--- src/rtl/weight_loader.sv ---
// weight_loader: sole initiator of the core_matrix weight write/read port.
// Takes (source, destination, weight) entries, checks the indices, writes the
// weight with a one-cycle strobe and, when verify is requested, reads it back
// and rewrites up to MAX_RETRY times before declaring the entry failed.
//
// Ports:
//   clk, axi_rst           clock, asynchronous active-high reset
//   in_valid/in_ready      entry handshake (in_ready is combinational)
//   in_s, in_d, in_data    source index, destination index, weight word
//   verify_en              read-back verify for this entry, sampled at accept
//   wready, wr_addr, wdata write strobe, address, data to core_matrix
//   rd_addr, rdata         read-back address (same register as wr_addr), data
//   busy                   loader not idle
//   wr_count, err_count    saturating good-entry / failed-entry counters
//   err, err_clr           sticky error flag and its clear (clears err_count too)

`ifndef WEIGHT_ADDR_MASK
`define WEIGHT_ADDR_MASK 8'h40
`endif

module weight_loader #(
    parameter int N         = 8,
    parameter int RD_LAT    = 1,
    parameter int MAX_RETRY = 2
) (
    input  logic        clk,
    input  logic        axi_rst,
    input  logic        in_valid,
    output logic        in_ready,
    input  logic [10:0] in_s,
    input  logic [10:0] in_d,
    input  logic [31:0] in_data,
    input  logic        verify_en,
    output logic        wready,
    output logic [31:0] wr_addr,
    output logic [31:0] wdata,
    output logic [31:0] rd_addr,
    input  logic [31:0] rdata,
    output logic        busy,
    output logic [15:0] wr_count,
    output logic [15:0] err_count,
    output logic        err,
    input  logic        err_clr
);

    localparam int RW = (MAX_RETRY > 0) ? $clog2(MAX_RETRY + 1) : 1;
    // WAIT lasts RD_LAT-1 cycles, so the down-counter starts at RD_LAT-2.
    localparam int WW = (RD_LAT > 2) ? $clog2(RD_LAT - 1) : 1;

    typedef enum logic [1:0] {IDLE, WRITE, WAIT, CHECK} state_t;

    state_t        state;
    logic [31:0]   addr_q;
    logic [RW-1:0] retry;
    logic [WW-1:0] wait_cnt;
    logic          verify_q;

    logic accept, entry_bad, mismatch, retry_left, err_ev, wr_ev;

    assign in_ready   = (state == IDLE) & ~axi_rst;
    assign accept     = in_valid & in_ready;
    // Diagonal cells are shorted in the array, so s==d is rejected too.
    assign entry_bad  = (in_s == in_d) || ({21'd0, in_s} >= 32'(N)) || ({21'd0, in_d} >= 32'(N));
    assign mismatch   = (rdata != wdata);
    assign retry_left = (retry < RW'(MAX_RETRY));
    assign err_ev     = (accept & entry_bad) | ((state == CHECK) & mismatch & ~retry_left);
    assign wr_ev      = ((state == WRITE) & ~verify_q) | ((state == CHECK) & ~mismatch);

    // Read and write share one address register; core_matrix only looks at
    // rd_addr while wready is low.
    assign wr_addr = addr_q;
    assign rd_addr = addr_q;

    always_ff @(posedge clk or posedge axi_rst) begin
        if (axi_rst) begin
            state     <= IDLE;
            addr_q    <= '0;
            wdata     <= '0;
            retry     <= '0;
            wait_cnt  <= '0;
            verify_q  <= 1'b0;
            wready    <= 1'b0;
            busy      <= 1'b0;
            wr_count  <= '0;
            err_count <= '0;
            err       <= 1'b0;
        end else begin
            wready <= 1'b0;
            case (state)
                IDLE: begin
                    if (accept && !entry_bad) begin
                        addr_q   <= {`WEIGHT_ADDR_MASK, in_d, in_s, 2'b00};
                        wdata    <= in_data;
                        verify_q <= verify_en;
                        retry    <= '0;
                        wready   <= 1'b1;
                        busy     <= 1'b1;
                        state    <= WRITE;
                    end
                end
                WRITE: begin
                    if (!verify_q) begin
                        busy  <= 1'b0;
                        state <= IDLE;
                    end else if (RD_LAT == 1) begin
                        state <= CHECK;
                    end else begin
                        wait_cnt <= WW'(RD_LAT - 2);
                        state    <= WAIT;
                    end
                end
                WAIT: begin
                    if (wait_cnt == '0) state <= CHECK;
                    else                wait_cnt <= wait_cnt - WW'(1);
                end
                CHECK: begin
                    if (mismatch && retry_left) begin
                        retry  <= retry + RW'(1);
                        wready <= 1'b1;
                        state  <= WRITE;
                    end else begin
                        busy  <= 1'b0;
                        state <= IDLE;
                    end
                end
                default: begin
                    busy  <= 1'b0;
                    state <= IDLE;
                end
            endcase

            if (wr_ev && wr_count != 16'hFFFF)
                wr_count <= wr_count + 16'd1;

            // A new error in the same cycle as err_clr leaves a count of one.
            if (err_ev) begin
                err <= 1'b1;
                if (err_clr)                     err_count <= 16'd1;
                else if (err_count != 16'hFFFF)  err_count <= err_count + 16'd1;
            end else if (err_clr) begin
                err       <= 1'b0;
                err_count <= '0;
            end
        end
    end

endmodule

--- config.mk ---
export PLATFORM = sky130hd
export DESIGN_NAME = weight_loader
export DESIGN_NICKNAME = d
export VERILOG_FILES = /design/src/rtl/weight_loader.sv
export SDC_FILE = /design/constraint.sdc
export NUM_CORES = 1
export LEC_CHECK = 0
export BUFFER_PORTS_ARGS = -buffer_cell sky130_fd_sc_hd__buf_2
export CAP_MARGIN = 10
export CORE_AREA = 2 2 144 146
export DETAILED_ROUTE_END_ITERATION = 6
export DIE_AREA = 0 0 146 148
export HOLD_SLACK_MARGIN = 0.1
export SLEW_MARGIN = 0
export SYNTH_ARGS = -nofsm -noshare
export SYNTH_HDL_FRONTEND = slang
export SYNTH_SLANG_ARGS = --single-unit
--- constraint.sdc ---
create_clock -name clk -period 3.9 [get_ports clk]
set_input_delay 0.585 -clock clk [delete_from_list [all_inputs] [get_ports clk]]
set_output_delay 0.585 -clock clk [all_outputs]
set_load 0.01 [all_outputs]
==> flow_summary.toml <==
[worst_setup_path]
cp_data_arrival_time_ps = 2790
timing.rr.start = "wdata[20]"
r2r_end = "wr_count[1]"
criticalPathCategory = "register to register"
reg2regPathDepth = 6
cp.required_ps = 4140
critPathMaxFanout = 14
end_kind = "register"
cp-start-kind = "register"
rrSetupSlack_ps = 1350

[power_and_ir_drop]
p_int_w = 0.001742
ir_drop_v = 0.0002470
p_total_w = 0.002387
p_seq_frac = 0.443
p_leak_nw = 3.341
power.switching_w = 0.0006449
p_sw_frac = 0.2701
p_per_area_mw_per_mm2 = 377.2
pwr-share-comb = 0.157
pwr-share-clk = 0.400

[floorplanning]
dieArea_mm2 = 0.02161
die_w_um = 146
ios = 223
rows = 52
start_util = 0.2471
die_y_um = 148
core_mm2 = 0.02004

[synthesis]
synth.most_common_cell = "dfrtp_1"
synth_enable_flop_cells = 0
yosysTopAreaCellShare = 0.4802
avgSynthCellArea_um2 = 11.38
ys_types = 57
synth_top_area_cell = "dfrtp_1"
async_flop_share = 1.000
ys_top_cells_by_count = "dfrtp_1 (95), buf_4 (42), xnor2_1 (42)"
ys.flop_type = "dfrtp_1"
synth-seq-cells = 95
yosys_warnings = 0
yosys-top-cells-area = "dfrtp_1 (48%), mux2_2 (8.9%), xnor2_1 (7.4%)"
netlist_instances = 435
syn-cell-area_mm2 = 0.004951
ys_seq_area_frac = 0.4802

[cts]
cts_hold_buf = 0
cts-root-buf = "clkbuf_16"
cts_resized = 0
clk_latency_ps = 350
clkSinkCount = 95
clkTransAtPathRegs_ps = 70
numCtsBuffers = 9
clockBufferDepth = 2
htreeDepth = 3
postCtsSetupRepairBufs = 0
tritoncts = "built"

[timing]
period_share = 0.6537
tns_ps = 0
maxSlewViolCount = 0
timing_hold_violations_final = 0
fmax_mhz = 392.3
setup_viol = 0
min_period_ps = 2549
skew_ps = 6.295
worst_pin_slew_ps = 681.8
slew_headroom = 0.5455
rsz0062_at_grt = "no"

[layout]
antennaDiodeCount = 0
drive_above_1_share = 0.4515
fin_nets = 711
seq_area_mm2 = 0.002377
multiInputGateArea_mm2 = 0.002193
nFillCells = 2078
area_growth_pct = 27.82

[placement]
port_buffers = 204
dp_hpwl_mm = 9.154
gp_congestion = 0.7762

[status]
outcome = "completed"

[run]
max-cap-violations = 0

[grt]
grt_use_total = 0.1129
antenna_found_initial = 1
grt_max_degree = 53
grt_pass1_vias = 3678
grt-ovfl-total = 0
grt_pass1_wl_mm = 19.35

[drt]
num_vias = 3759
via_per_inst = 4.233
drt_iter0_drc = 142
drc = 0
routedWlPerCell_um = 13.62
ant_nets = 0
dr.pass1.iters = 4
wl_mm = 12.09

[worst_hold_path]
hold_class = "primary input to asynchronous set/reset pin"
-- layout by cell type (no fill, tap or decap), drive strengths merged, types with 2 or more instances in the layout --
cell,instances
a21oi,10
a311oi,4
a31o,3
a31oi,7
a41o,3
a41oi,3
and2,4
and3,7
and4,6
buf,209
bufinv,2
clkbuf,10
clkinv,2
clkinvlp,2
conb,18
dfrtp,95
ha,7
inv,12
mux2,43
nand2,12
nand3,11
nand4,15
nor2,18
nor2b,22
nor3,6
nor4,9
nor4b,4
o21ai,3
o311a,2
or2,2
xnor2,42
xor2,12
-- power by group through the flow --
| stage | logic [W] | registers, W | clock network [W] |
|---|---|---|---|
| finish | 0.000375 | 0.00106 | 0.000954 |
| global route | 0.000422 | 0.00107 | 0.00102 |
| CTS | 0.000378 | 0.00106 | 0.000990 |
| detailed placement | 0.000377 | 0.00108 | 0 |
| global placement | 0.000375 | 0.00108 | 0 |
| floorplan | 0.000249 | 0.00108 | 0 |
-- cell families after synthesis --
logic type / share of synthesized area
AND/OR/NAND/NOR: 0.1489
flip-flops: 0.4802
buffers and inverters: 0.08997
XOR/XNOR: 0.09553
AO/OA/AOI/OAI: 0.06849
multiplexers: 0.09856
adder cells (fa/ha/maj): 0.01769
other: 0.0007574
-- critical path: stages, from the launching register on --
cell     delay, ps
dfrtp_1        400
xnor2_1        310
nand4_1        150
nor4_2         450
a32oi_1        220
nor2_2         510
mux2_2         400
-- stage by stage --
stage          area (um2)  hold slack, ps  utilization  cells  setup WS (ps)
2_1_floorplan        5015           519.1            -    452          838.0
3_5_place_dp         6015           469.3       0.3001    872          948.1
5_1_grt              6329           431.8       0.3158    888          956.6
6_report             6329           371.0       0.3158    888           1351
3_3_place_gp         6015           465.3       0.3001    872           1048
4_1_cts              6329           392.7       0.3158    888           1212
-- state kept, by name, indices dropped and copies added (netlist names), named ones only --
name       cells
wr_count      16
err_count     16
retry          2
wdata         32
verify_q       1
err            1
rd_addr       23
wready         1
state          1
busy           1
-- metal layers --
metal	wire length [um]	up-vias	track usage
met5	16	-	0
li1	-	1829	-
met4	155	2	0.03447
met1	5337	1773	0.1430
met2	5784	143	0.1875
met3	798	12	0.03210
-- worst max path at each step --
stage / startpoint / end / slack [ps]
finish: wdata[20] / wr_count[1] / 1350
detailed placement: rdata[20] / wr_count[1] / 950
CTS: wdata[20] / wr_count[1] / 1210
floorplan: axi_rst / asynchronous set/reset pin / 840
global route: wdata[20] / wr_count[1] / 960
global placement: rdata[20] / wr_count[1] / 1050
-- final cells by class --
cell class / count / area share
clock buffer: 10 / 0.03618
inverter: 12 / 0.007513
timing repair buffer: 209 / 0.1673
multi-input combinational: 286 / 0.3466
sequential: 95 / 0.3756
clock inverter: 6 / 0.01344
tap: 270 / 0.05338
Note: power is estimated with default switching activity, not from simulation.
